`config.mk`:
```
export PLATFORM = sky130hd
export DESIGN_NAME = distance_averager
export DESIGN_NICKNAME = d
export VERILOG_FILES = /design/src/rtl/distance_pkg.sv /design/src/rtl/distance_ring_buffer.sv /design/src/rtl/distance_averager.sv
export SDC_FILE = /design/constraint.sdc
export NUM_CORES = 1
export LEC_CHECK = 0
export BUFFER_PORTS_ARGS = -buffer_cell sky130_fd_sc_hd__buf_2
export CELL_PAD_IN_SITES_DETAIL_PLACEMENT = 0
export CELL_PAD_IN_SITES_GLOBAL_PLACEMENT = 1
export CORE_MARGIN = 2
export CORE_UTILIZATION = 30
export CTS_CLUSTER_DIAMETER = 80
export DETAILED_ROUTE_END_ITERATION = 8
export PLACE_DENSITY_LB_ADDON = 0.1
export SLEW_MARGIN = 25
export SYNTH_ARGS = -nofsm -noshare
export SYNTH_HDL_FRONTEND = slang
export SYNTH_SLANG_ARGS = --single-unit
```
`constraint.sdc`:
```
create_clock -name clk -period 9.3 [get_ports clk]
set_input_delay 0.93 -clock clk [delete_from_list [all_inputs] [get_ports clk]]
set_output_delay 0.93 -clock clk [all_outputs]
set_load 0.03 [all_outputs]
```
`src/rtl/distance_pkg.sv`:
```
// Shared distance types and constants for the distance filter and PWM path.
// Samples are unsigned distances in units of 10^-2 cm.
package distance_pkg;

  localparam int DIST_WIDTH     = 13;
  localparam int DIST_MAX_CM100 = 3000;  // downstream PWM stage saturates here

  typedef logic [DIST_WIDTH-1:0] distance_t;

  typedef enum logic {
    ST_FILLING = 1'b0,
    ST_RUNNING = 1'b1
  } avg_state_e;

endpackage

```
`src/rtl/distance_ring_buffer.sv`:
```
// Window storage for distance_averager: synchronously cleared sample array
// with a wrapping write pointer; the read port always shows the oldest entry.
module distance_ring_buffer #(
  parameter int WIDTH      = 13,
  parameter int LOG2_DEPTH = 4
) (
  input  logic             clk,
  input  logic             reset,
  input  logic             wr_en,
  input  logic [WIDTH-1:0] wr_data,
  output logic [WIDTH-1:0] rd_oldest
);

  localparam int DEPTH = 2 ** LOG2_DEPTH;

  logic [WIDTH-1:0]      mem [DEPTH];
  logic [LOG2_DEPTH-1:0] wr_ptr;

  always_ff @(posedge clk) begin
    if (reset) begin
      for (int i = 0; i < DEPTH; i++) mem[i] <= '0;
      wr_ptr <= '0;
    end else if (wr_en) begin
      mem[wr_ptr] <= wr_data;
      wr_ptr      <= wr_ptr + 1'b1;  // power-of-two depth wraps naturally
    end
  end

  // The slot about to be overwritten holds the sample leaving the window.
  assign rd_oldest = mem[wr_ptr];

endmodule

```
`src/rtl/distance_averager.sv`:
```
// Moving-average filter feeding the distance-to-PWM stage.
// Define DISTANCE_AVERAGER_ROUND_EN for round-half-up output instead of truncation.
module distance_averager
  import distance_pkg::*;
#(
  parameter int WIDTH      = DIST_WIDTH,
  parameter int LOG2_DEPTH = 4
) (
  input  logic             clk,
  input  logic             reset,
  input  logic             sample_valid,
  input  logic [WIDTH-1:0] sample_in,
  output logic [WIDTH-1:0] avg_out,
  output logic             avg_valid,
  output logic             filled
);

  localparam int SW    = WIDTH + LOG2_DEPTH;
  localparam int DEPTH = 2 ** LOG2_DEPTH;
  localparam logic [LOG2_DEPTH:0] CNT_FULL = (LOG2_DEPTH + 1)'(DEPTH);
  localparam logic [LOG2_DEPTH:0] CNT_LAST = (LOG2_DEPTH + 1)'(DEPTH - 1);

  logic [WIDTH-1:0]    oldest;
  logic [SW-1:0]       sum_q;
  logic [SW-1:0]       next_sum;
  logic [LOG2_DEPTH:0] cnt_q;
  logic [WIDTH-1:0]    avg_d;
  avg_state_e          state_q;
  avg_state_e          state_d;

  distance_ring_buffer #(
    .WIDTH      (WIDTH),
    .LOG2_DEPTH (LOG2_DEPTH)
  ) u_ring (
    .clk       (clk),
    .reset     (reset),
    .wr_en     (sample_valid),
    .wr_data   (sample_in),
    .rd_oldest (oldest)
  );

  // Modular arithmetic at sum width: the true result always fits, so any
  // intermediate wrap of sum+sample cancels in the subtraction.
  assign next_sum = sum_q + SW'(sample_in) - SW'(oldest);

`ifdef DISTANCE_AVERAGER_ROUND_EN
  localparam logic [SW:0] HALF = (SW + 1)'(1) << (LOG2_DEPTH - 1);
  logic [SW:0] rnd_sum;
  logic [SW:0] rnd_shift;
  assign rnd_sum   = {1'b0, next_sum} + HALF;
  assign rnd_shift = rnd_sum >> LOG2_DEPTH;
  assign avg_d     = (|rnd_shift[SW:WIDTH]) ? '1 : rnd_shift[WIDTH-1:0];
`else
  assign avg_d = next_sum[SW-1:LOG2_DEPTH];
`endif

  always_ff @(posedge clk) begin
    if (reset) begin
      state_q   <= ST_FILLING;
      sum_q     <= '0;
      cnt_q     <= '0;
      avg_out   <= '0;
      avg_valid <= 1'b0;
    end else begin
      state_q   <= state_d;
      avg_valid <= sample_valid;
      if (sample_valid) begin
        sum_q   <= next_sum;
        avg_out <= avg_d;
        if (cnt_q != CNT_FULL) cnt_q <= cnt_q + 1'b1;
      end
    end
  end

  always_comb begin
    state_d = state_q;
    filled  = 1'b0;
    case (state_q)
      ST_FILLING: begin
        if (sample_valid && cnt_q == CNT_LAST) state_d = ST_RUNNING;
      end
      ST_RUNNING: begin
        filled = 1'b1;
      end
      default: state_d = ST_FILLING;
    endcase
  end

endmodule

```
# Word-level counts from Yosys, hierarchy flattened
# Memories as Yosys holds them, arrays and structs flattened. A register that Yosys moved wholly into a read port is not among the register bits.
# Index checks and enable logic that the tools add are counted.
[word_totals]
ff_bits = 41
latch_bits = 0
ram_bits = 208
mem_bits_ro = 0
in_bits = 16
elab_cells = 29
memories = 1
[mem_list]
columns = ["memory", "words", "word_bits", "read_ports", "rd_ports_with_merged_regs", "write_ports", "line", "text"]
rows = [
  ["u_ring.mem", 16, 13, 1, 1, 16, "distance_ring_buffer.sv:16", "logic [WIDTH-1:0] mem [DEPTH];"],
]
[op_classes]
add_sub_neg = 4
multipliers = 0
div_mod_pow = 0
magnitude_cmp = 0
n_eq_ne = 2
shifts = 0
n_mux = 13
bitwise_logic = 0
n_reduce_logical = 3
[ops]
columns = ["cell", "count"]
rows = [
  ["$add 17x13->17", 1],
  ["$sub 17x13->17", 1],
  ["$mux 13", 1],
  ["$reduce_or 13->1", 1],
  ["$mux 4", 3],
  ["$mux 1", 9],
  ["$add 5x1->5 const B", 1],
  ["$eq 5x4->1 const B", 1],
  ["$ne 5x5->1 const B", 1],
  ["$add 4x1->4 const B", 1],
  ["$reduce_and 2->1", 1],
  ["$logic_and 1x1->1", 1],
]

# Depth between registers and ports, before layout
# Gate-level depths: netlist of run 1.
[depth]
word_depth = 5
depth_mapped = 14
depth_no_buf = 12

# By module
# Synthesis of run 1 repeated with hierarchy kept, for this count alone.
[hier_totals]
hier_cells = 900
hier_area_um2 = 12074.1
[modules_own_cells]
columns = ["module", "instances", "cells_per_inst", "area_each_um2", "seq_area_each_um2"]
rows = [
  ["distance_ring_buffer", 1, 625, 9814.4, 6406.1],
  ["distance_averager", 1, 275, 2259.7, 480.5],
]

# Worst setup path after synthesis of run 1
# No wires, ideal clock.
[synth_timing]
kind = "flip-flop to flip-flop"
from = "reg with a tool-made name"
to = "reg avg_out[12]"
t_arrival_ns = 4.298
t_required_ns = 9.179
slack_ns = 4.881
path_stages_with_launch = 14
path_buffers = 2
synth_period_minus_slack_ns = 4.419
path_cell_list = "dfxtp_1 clkbuf_1 buf_2 mux4_2 mux4_2 fa_1 inv_1 fa_1 a21o_1 a221o_1 a31oi_4 o211ai_2 mux2_4 mux2_4"
[synth_rtl]
columns = ["item", "line", "text"]
rows = [
  ["end signal, assigned", "distance_averager.sv:69", "avg_out <= avg_d;"],
  ["end, declared", "distance_averager.sv:13", "output logic [WIDTH-1:0] avg_out,"],
]

==> results.yml, run 1 <==
run_status:
  status: "finished, final reports clean"
pwr:
  seq_power_share_pct: 41.3
  combPwrFrac_pct: 24.3
  peakVddDrop_uv: 126
  switching_share_pct: 30.5
  p_switching_mw: 0.936
  p_leak_nw: 4.55
  clock_power_share_pct: 34.3
  p_int_mw: 2.14
  power.density_nw_per_um2: 232
clock_network:
  ctsRootBufferMaster: "clkbuf_16"
  clk_pin_slew_ns: 0.06
  post_cts_buffers: 0
  cts_tree: "built"
  clock_sink_count: 240
  cts_htree_levels: 1
  cts_made_buffers: 29
  cts_resized: 0
  ctsHoldBuffers: 0
  clock_latency_ns: 0.56
  cts_buffer_depth: 3
final_layout:
  final_nets: 928
  final_common_cell: "edfxtp_1"
  final_cell_mix: "edfxtp_1 (208), nor3_1 (141), mux4_2 (65)"
  num_antenna_cells: 0
  fillCellCount: 3810
  drive_gt1_share_pct: 20.2
  flow.area_growth_from_synthesis_pct: 11.8
  fin_util_pct: 34.2
setup_path:
  crit_buf_inv: 2
  crit_type: "register to register"
  required_ns: 9.75
  ff2ff_path_depth: 12
  cp_max_fo: 44
  timing.rr.end: "avg_out[12]"
  path_cells: "buf_4, mux4_2, mux4_2, fa_1, inv_1, fa_1, a21o_1, a221o_1, a31oi_4, o211ai_2, mux2_4, mux2_4"
  end_kind: "register"
  arrival_ns: 5.54
  slowest_stage: "buf_4"
  crit_family: "multiplexers"
  startpoint_type: "register"
  cp_slowest_stage_delay_ns: 0.78
  path_depth: 12
  rrSetupSlack_ns: 4.21
yosys:
  synthCells: 893
  yosys_warnings: 0
  synthArstFlopShare_pct: 0
  synth.distinct_cells: 55
  synthTopCellsByArea: "edfxtp_1 (53%), mux4_2 (12%), nor3_1 (6.0%)"
  yosys.area.top_type: "edfxtp_1"
  syn_area_um2: 11900
  synth-edff-count: 208
  synth_nets: 946
  synth_seq_cells: 240
  synth-main-ff-cell: "edfxtp_1"
  yosysTopAreaCellShare_pct: 52.7
  synth_area_per_cell_um2: 13.3
  synth_seq_area_share_pct: 58.1
worst_hold_path:
  worstHoldPathCells: 2
  min_from: "state_q"
  hold_end: "state_q"
  min_path_type: "register to register"
die:
  die_h_um: 203
  dieArea_um2: 41100
  placementRows: 72
  core-area_um2: 38800
  die_width_um: 203
  start_util_pct: 30.5
  io-pin-count: 31
route:
  num_vias: 7433
  via_per_inst: 5.25
  totalWireLength_um: 32100
  drt_pass1_iterations: 4
  drcViolationCount: 0
  antenna_left: 0
  wl_per_cell_um: 22.7
  drt_iter0_drc: 539
placed_design:
  hpwl_um: 20100
  gp_congestion: 0.726
  numPortBuffers: 30
global_route:
  grt_overflow_total: 0
  antenna_found_initial: 0
  grt_use_total_pct: 15.8
  grt_max_degree: 58
  grt_pass1_wl_um: 49200
  grt_pass1_vias: 7693
sta:
  setup_viol: 0
  rsz0062_at_grt: "no"
  slew_headroom_pct: 35.8
  worstMarginPinSlew_ns: 0.963
  skew_ns: 0.0146
  fmax_ghz: 0.197
  timing.hold.ws_ns: 0.466
  drv_slew: 0
  setup_tns_ns: 0
  fin_crit_ns: 5.09
  hold_violations: 0
  min_period_over_period_pct: 54.7
flow_run:
  drv_cap: 0
[state kept, by name (all words and copies together) (netlist names), named ones only]
name and cells:
u_ring.mem 208, avg_out 13, sum_q 4, state_q 1, cnt_q 5, u_ring.wr_ptr 4, avg_valid 1
[power groups by stage]
| stage | combinational (mW) | clock (mW) | sequential [mW] |
|---|---|---|---|
| after floorplan | 0.589 | 0 | 1.27 |
| after global placement | 0.753 | 0 | 1.29 |
| after detailed placement | 0.756 | 0 | 1.29 |
| after CTS | 0.759 | 1.08 | 1.27 |
| after global routing | 0.833 | 1.13 | 1.28 |
| final | 0.748 | 1.05 | 1.27 |
[cell families after synthesis]
group | synth area share [%]
flops | 58.1
buf+inv | 5.50
fa+ha+maj | 4.73
compound gates | 3.26
mux | 13.4
simple gates | 14.1
xor+xnor | 0.886
[worst max-delay path by stage]
stage | start | to
3_3_place_gp | register | avg_out[12]
4_1_cts | register | avg_out[12]
6_report | register | avg_out[12]
2_1_floorplan | register | avg_out[12]
3_5_place_dp | register | avg_out[12]
5_1_grt | register | avg_out[12]
[worst min-delay path: stages, from the launching register on]
cell,delay (ns)
dfxtp_1,0.32
a21oi_1,0.04
nor2_1,0.07
[stage by stage]
| stage | cell area [um2] | worst slack [ns] | power, mW | instances |
|---|---|---|---|---|
| after global placement | 12400 | 4.16 | 2.04 | 1362 |
| after CTS | 13300 | 4.12 | 3.11 | 1415 |
| after global routing | 13300 | 3.92 | 3.24 | 1415 |
| final | 13300 | 4.21 | 3.07 | 1415 |
| after floorplan | 11900 | 4.88 | 1.86 | 893 |
| after detailed placement | 12400 | 4.13 | 2.05 | 1362 |
[per-layer routing]
| layer | global-route usage [%] | wire length [um] |
|---|---|---|
| met2 | 26.8 | 15700 |
| met5 | 0 | 0 |
| met1 | 21.2 | 14100 |
| met4 | 3.68 | 455 |
| met3 | 2.78 | 1810 |
[cell type report]
| type | instances | area [um2] | share of cell area (%) |
|---|---|---|---|
| Sequential cell | 240 | 6890 | 52.0 |
| Multi-Input combinational cell | 494 | 4330 | 32.6 |
| Clock buffer | 40 | 767 | 5.78 |
| Tap cell | 518 | 648 | 4.89 |
| Timing Repair Buffer | 51 | 308 | 2.32 |
| Inverter | 59 | 221 | 1.67 |
| Clock inverter | 13 | 97.6 | 0.736 |
[synthesized netlist by cell type, types with 3 or more instances]
| master | n |
|---|---|
| or2_2 | 17 |
| or3_1 | 3 |
| clkinv_1 | 11 |
| dfxtp_1 | 32 |
| mux2i_1 | 10 |
| buf_4 | 13 |
| xor2_1 | 5 |
| ha_1 | 24 |
| inv_1 | 48 |
| fa_1 | 13 |
| nand3_1 | 7 |
| buf_2 | 5 |
| buf_1 | 11 |
| and2_1 | 32 |
| nor3_1 | 141 |
| clkbuf_1 | 71 |
| nand4_1 | 3 |
| a21oi_1 | 14 |
| nand2b_1 | 3 |
| mux4_2 | 65 |
| nand2_1 | 17 |
| edfxtp_1 | 208 |
| o21ai_0 | 5 |
| nor4_1 | 44 |
| nor2_1 | 36 |
| xnor2_1 | 7 |
| a21o_1 | 8 |
(Power assumes the default switching activity.)
==> inputs of run 2 (changes only) <==
--- a/config.mk
+++ b/config.mk
@@ -5,6 +5,7 @@
 export SDC_FILE = /design/constraint.sdc
 export NUM_CORES = 1
 export LEC_CHECK = 0
+export ABC_AREA = 1
 export BUFFER_PORTS_ARGS = -buffer_cell sky130_fd_sc_hd__buf_2
 export CELL_PAD_IN_SITES_DETAIL_PLACEMENT = 0
 export CELL_PAD_IN_SITES_GLOBAL_PLACEMENT = 1
==> constraint.sdc (replaced) <==
create_clock -name clk -period 4.5 [get_ports clk]
set_input_delay 0.45 -clock clk [delete_from_list [all_inputs] [get_ports clk]]
set_output_delay 0.45 -clock clk [all_outputs]
set_load 0.03 [all_outputs]
==> run 2 against run 1 <==
  * Via count up 18%
  * Synthesized area up 0.25%
  * Cell count up 28%
  * Critical endpoint is now avg_out[6]
  * Sequential power up 100%
  * Clock-buffer cell count down 3
  * Utilization up 0.59 points
  * Largest cell class unchanged
  * Non-clock buffer count up 19
==> results.yml, run 2 <==
clock_network:
  cts_buffer_depth: 3
  clk_pin_slew_ns: 0.06
  cts_resized: 0
  cts_htree_levels: 1
  ctsRootBufferMaster: "clkbuf_16"
  clock_latency_ns: 0.58
  cts_tree: "built"
  clock_sink_count: 240
  post_cts_buffers: 0
  ctsHoldBuffers: 0
  cts_made_buffers: 29
final_layout:
  regMostFlops: "u_ring.mem"
  flow.area_growth_from_synthesis_pct: 13.8
  final_nets: 1324
  largest_register_ffs: 208
  fin_cells: 1811
  reg_top3: "u_ring.mem: 208 flops, avg_out: 13 flops, cnt_q: 5 flops"
  drive_gt1_share_pct: 11.1
  fillCellCount: 3970
  final_cell_mix: "nor2_1 (334), edfxtp_1 (208), nand2_1 (134)"
  final_common_cell: "nor2_1"
  num_antenna_cells: 0
setup_path:
  cp_slowest_stage_delay_ns: 0.61
  end_kind: "register"
  crit_path_frequent_cell: "nand2_1"
  cp_max_fo: 72
  path_cells: "buf_4, o21ai_0, o221ai_1, o211ai_1, nand2_1, fa_1, inv_1, ha_1, or2_2, nand3_1, nand2_1, nand2_1, nand2_1, nand2_1, nand3_1, nand2_1, inv_1"
  ff2ff_path_depth: 17
  crit_type: "register to register"
  arrival_ns: 4.32
  startpoint_type: "register"
  required_ns: 4.97
  slowest_stage: "buf_4"
pwr:
  power.density_nw_per_um2: 490
  power_mw: 6.63
  peakVddDrop_uv: 306
  p_leak_nw: 5.63
sta:
  min_period_over_period_pct: 85.5
  hold_violations: 0
  setup_tns_ns: 0
  drv_slew: 0
  rsz0062_at_grt: "no"
  skew_ns: 0.0187
  fmax_ghz: 0.260
  setup_viol: 0
  slew_headroom_pct: 46.0
  worstMarginPinSlew_ns: 0.810
  fin_crit_ns: 3.85
yosys:
  synth-main-ff-cell: "edfxtp_1"
  synth-edff-count: 208
  synthTopCellsByArea: "edfxtp_1 (53%), nor2_1 (11%), dfxtp_1 (5.4%)"
  synth.area.mux_share_pct: 0
  synthArstFlopShare_pct: 0
  yosys.area_share.simple_pct: 18.4
  synth-adder-area-share_pct: 4.71
  synth_area_per_cell_um2: 9.43
  synth_xor_area_share_pct: 0.295
  synth.distinct_cells: 32
  syn_area_um2: 11900
  synthCells: 1261
  yosysTopAreaCellShare_pct: 52.5
  post-synth-top-count-cell: "nor2_1"
  synth_seq_cells: 240
  synth_top_family_by_area: "simple AND/OR/NAND/NOR gates"
  yosys.area.top_type: "edfxtp_1"
  synth_compound_area_share_pct: 10.9
  yosys_warnings: 0
  synth_seq_area_share_pct: 57.9
  synthTopCellsByCount: "nor2_1 (334), edfxtp_1 (208), nand2_1 (134)"
  synth_nets: 1314
global_route:
  grt_pass1_vias: 8818
  grt_pass1_wl_um: 57800
  grt_use_total_pct: 19.0
  grt_max_degree: 73
  antenna_found_initial: 0
  grt_overflow_total: 0
route:
  antenna_left: 0
  drt_pass1_iterations: 5
  drcViolationCount: 0
  via_per_inst: 4.85
  drt_iter0_drc: 640
  num_vias: 8786
  wl_per_cell_um: 21.3
  totalWireLength_um: 38600
die:
  io-pin-count: 31
  die_h_um: 203
  start_util_pct: 30.5
  placementRows: 72
  core-area_um2: 38900
  dieArea_um2: 41200
  die_width_um: 203
worst_hold_path:
  min_path_type: "primary input to register"
  worstHoldPathCells: 2
placed_design:
  dp.cells: 1758
  hpwl_um: 24700
  gp_congestion: 0.780
  numPortBuffers: 30
flow_run:
  drv_cap: 0
run_status:
  status: "finished, final reports clean"
==> run 2: changes by cell type after synthesis, sizes merged, moves of 15 or more <==
cell | previous run | this run
a21oi | 14 | 32
and2 | 32 | 2
buf | 29 | 48
clkbuf | 71 | 43
inv | 48 | 121
mux4 | 65 | 0
nand2 | 17 | 145
nand3 | 7 | 40
nor2 | 36 | 341
nor3 | 141 | 6
nor4 | 44 | 1
o21ai | 6 | 120
o221ai | 0 | 40
or2 | 17 | 2
==> run 2: kinds of logic (layout without fill, tap and decap cells) <==
kind of cell | count (synthesis) | in the layout
DFF | 240 | 240
buffers and inverters | 224 | 256
and+or+nand+nor | 538 | 538
adders and majority gates | 37 | 37
xor gates and xnor gates | 4 | 4
AOI/OAI and AO/OA | 218 | 218
==> run 2: final cells by class <==
type | instances | area, um2 | share of cell area, %
Clock buffer | 37 | 776 | 5.74
Clock inverter | 16 | 175 | 1.30
Inverter | 133 | 503 | 3.72
Multi-Input combinational cell | 797 | 4070 | 30.1
Sequential cell | 240 | 6890 | 51.0
Tap cell | 518 | 648 | 4.79
Timing Repair Buffer | 70 | 463 | 3.42
==> run 2: power breakdown <==
group / internal (mW) / switching (mW)
clock network: 1.39 / 0.991
registers: 2.54 / 0.0582
logic: 0.508 / 1.14
total: 4.44 / 2.19
==> run 2: per-layer routing <==
layer / vias up / wire [um] / track usage, %
met5: - / 0 / 0
met2: 206 / 17400 / 30.4
met4: 0 / 1250 / 6.52
met3: 59 / 1660 / 2.12
met1: 4293 / 18300 / 26.9
li1: 4228 / - / -
==> run 2: worst paths after layout <==
check                              start    endpoint  slack, ns
worst max-delay path            register  avg_out[6]       0.65
worst min-delay path               reset     state_q       0.31
worst max register to register  register  avg_out[6]       0.65
worst min register to register   state_q     state_q       0.46
==> run 2: through the flow <==
stage	setup slack, ns	instance area, um2	hold slack, ns	util [%]
after CTS	0.710	13500	0.300	34.8
after floorplan	1.63	11900	0.440	-
final	0.652	13500	0.307	34.8
after detailed placement	0.726	12600	0.459	32.3
after global placement	0.678	12600	0.455	32.3
after global routing	0.364	13500	0.319	34.8
==> run 2: worst max-delay path, delay by kind of cell, from the launching register on <==
| family | cells | cell delay (ns) |
|---|---|---|
| flip-flops | 1 | 0.35 |
| AO/OA/AOI/OAI | 3 | 0.76 |
| adder cells (fa/ha/maj) | 2 | 0.69 |
| AND/OR/NAND/NOR | 9 | 1.19 |
| buffers and inverters | 3 | 0.72 |
==> inputs of run 3 (changes only) <==
--- a/config.mk
+++ b/config.mk
@@ -5,14 +5,15 @@
 export SDC_FILE = /design/constraint.sdc
 export NUM_CORES = 1
 export LEC_CHECK = 0
-export ABC_AREA = 1
-export BUFFER_PORTS_ARGS = -buffer_cell sky130_fd_sc_hd__buf_2
+export ABC_AREA = 0
+export BUFFER_PORTS_ARGS = -buffer_cell sky130_fd_sc_hd__buf_4
 export CELL_PAD_IN_SITES_DETAIL_PLACEMENT = 0
 export CELL_PAD_IN_SITES_GLOBAL_PLACEMENT = 1
 export CORE_MARGIN = 2
 export CORE_UTILIZATION = 30
 export CTS_CLUSTER_DIAMETER = 80
 export DETAILED_ROUTE_END_ITERATION = 8
+export HOLD_SLACK_MARGIN = 0.1
 export PLACE_DENSITY_LB_ADDON = 0.1
 export SLEW_MARGIN = 25
 export SYNTH_ARGS = -nofsm -noshare
==> run 3 against run 2 <==
  * Worst hold slack worse by 0.083 ns
  * Via count down 14%
  * Register-to-register slack worse by 0.45 ns
  * First-iteration DRC count down 12%
  * Clock skew up 0.0094 ns
  * Flip-flop and latch count unchanged
  * Non-clock buffer count up 2
  * Critical path depth down 4
  * Critical path type unchanged
==> results.yml, run 3 (synthesized netlist as in run 1, its figures left out) <==
setup_path:
  required_ns: 4.93
  timing.rr.end: "avg_out[12]"
  startpoint_type: "register"
  rrSetupSlack_ns: 0.20
  arrival_ns: 4.73
  cp_max_fo: 8
  end_kind: "register"
  ff2ff_path_depth: 13
  crit_type: "register to register"
run_status:
  status: "finished, final reports clean"
die:
  dieArea_um2: 41100
  die_h_um: 203
  placementRows: 72
  start_util_pct: 30.5
  io-pin-count: 31
  die_width_um: 203
  core-area_um2: 38800
clock_network:
  cts_htree_levels: 1
  clk_pin_slew_ns: 0.06
  ctsRootBufferMaster: "clkbuf_16"
  cts_buffer_depth: 3
  clock_latency_ns: 0.57
  cts_tree: "built"
  cts_resized: 0
  clock_sink_count: 240
  cts_made_buffers: 28
route:
  totalWireLength_um: 33900
  antenna_left: 0
  wl_met1_um: 15300
  via_per_inst: 5.25
  wl_met3_um: 1880
  num_vias: 7515
  met2_length_um: 16200
  wl_per_cell_um: 23.7
  drt_pass1_iterations: 5
  drcViolationCount: 0
  maxUsedRoutingLayer: "met4"
  drt_iter0_drc: 564
sta:
  skew_ns: 0.0282
  timing.hold.ws_ns: 0.224
  fmax_ghz: 0.232
  setup_tns_ns: 0
  fin_crit_ns: 4.30
  setup_viol: 0
  rsz0062_at_grt: "no"
  worstMarginPinSlew_ns: 0.815
  slew_headroom_pct: 45.6
  drv_slew: 0
  hold_violations: 0
  min_period_over_period_pct: 95.6
pwr:
  power.density_nw_per_um2: 474
  p_int_mw: 4.48
  p_leak_nw: 4.70
  clock_power_share_pct: 33.8
  p_switching_mw: 1.93
  switching_share_pct: 30.1
  combPwrFrac_pct: 25.4
  peakVddDrop_uv: 264
  seq_power_share_pct: 40.8
global_route:
  grt_pass1_vias: 7836
  grt_use_total_pct: 16.9
  grt_overflow_total: 0
  antenna_found_initial: 0
  grt_max_degree: 57
  grt_pass1_wl_um: 51900
final_layout:
  num_antenna_cells: 0
  reg_top3: "u_ring.mem: 208 flops, avg_out: 13 flops, cnt_q: 5 flops"
  drive_gt1_share_pct: 22.2
  regMostFlops: "u_ring.mem"
  final_common_cell: "edfxtp_1"
  final_nets: 948
  largest_register_ffs: 208
  final_cell_mix: "edfxtp_1 (208), nor3_1 (141), buf_4 (67)"
  flow.area_growth_from_synthesis_pct: 14.2
worst_hold_path:
  worstHoldPathCells: 2
  min_from: "reset"
  min_path_type: "primary input to register"
  hold_end: "avg_valid"
flow_run:
  drv_cap: 0
placed_design:
  gp_congestion: 0.772
  numPortBuffers: 30
  hpwl_um: 22300
==> run 3: cell count changes in the layout (fill, tap and decap cells not counted), sizes merged, moves of 11 or more <==
cell    before  now
o211ai      13    2
nand2      145   17
a21oi       32   14
or2          2   17
o21ai      120    6
nor2       341   36
mux4         0   65
nor3         6  141
o221ai      40    0
o22ai       11    0
and2         2   32
nor4         1   44
nand3       40    7
inv        121   48
==> run 3: area by class of cell <==
class,instances,area (um2)
repair buffers,72,603
flip-flops and latches,240,6890
fillers,3755,25300
clock inverters,17,141
clock buffers,31,712
well taps,518,648
multi-input cells,494,4330
inverters,59,221
==> run 3: worst max-delay path by stage <==
| stage | start | to | slack, ns | cells past startpoint |
|---|---|---|---|---|
| after detailed placement | register | avg_out[7] | 0.20 | 12 |
| after CTS | register | avg_out[7] | 0.15 | 12 |
| after global routing | register | avg_out[7] | 0.01 | 12 |
| after global placement | register | avg_out[12] | 0.23 | 13 |
| final | register | avg_out[12] | 0.20 | 13 |
| after floorplan | register | avg_out[12] | 0.08 | 13 |
==> run 3: power groups by stage <==
stage / Clock (mW) / Sequential (mW) / Combinational, mW
after CTS: 2.22 / 2.63 / 1.63
after detailed placement: 0 / 2.67 / 1.62
after floorplan: 0 / 2.63 / 1.22
final: 2.17 / 2.62 / 1.63
after global placement: 0 / 2.67 / 1.61
after global routing: 2.30 / 2.64 / 1.82
==> run 3: metal layers <==
metal	up-vias	track usage, %
met5	-	0
met4	0	3.70
met3	33	2.95
met2	208	28.0
met1	3917	23.3
li1	3357	-
==> run 3: repair_timing <==
action	in CTS	in global routing
hold buffers	0	0
endpoints found under the setup margin	0	2
setup buffers	0	8
==> run 3: metrics by stage <==
stage	total power, mW	area, um2	util (%)	instances	worst slack [ns]
floorplan	3.85	11900	-	893	0.0807
global placement	4.28	12600	32.5	1375	0.225
detailed placement	4.29	12600	32.5	1375	0.200
CTS	6.47	13500	34.7	1423	0.155
global route	6.75	13500	34.9	1431	0.0119
finish	6.42	13500	34.9	1431	0.199
==> run 3: critical path, stage by stage (launching register included) <==
cell and delay, ns:
dfxtp_4 0.45, buf_12 0.17, mux4_2 0.54, mux4_2 0.52, ha_1 0.29, inv_1 0.04, ha_1 0.20, fa_1 0.41
a21o_1 0.22, a221o_1 0.38, a31oi_4 0.21, o211ai_2 0.12, mux2_4 0.31, mux2_4 0.29
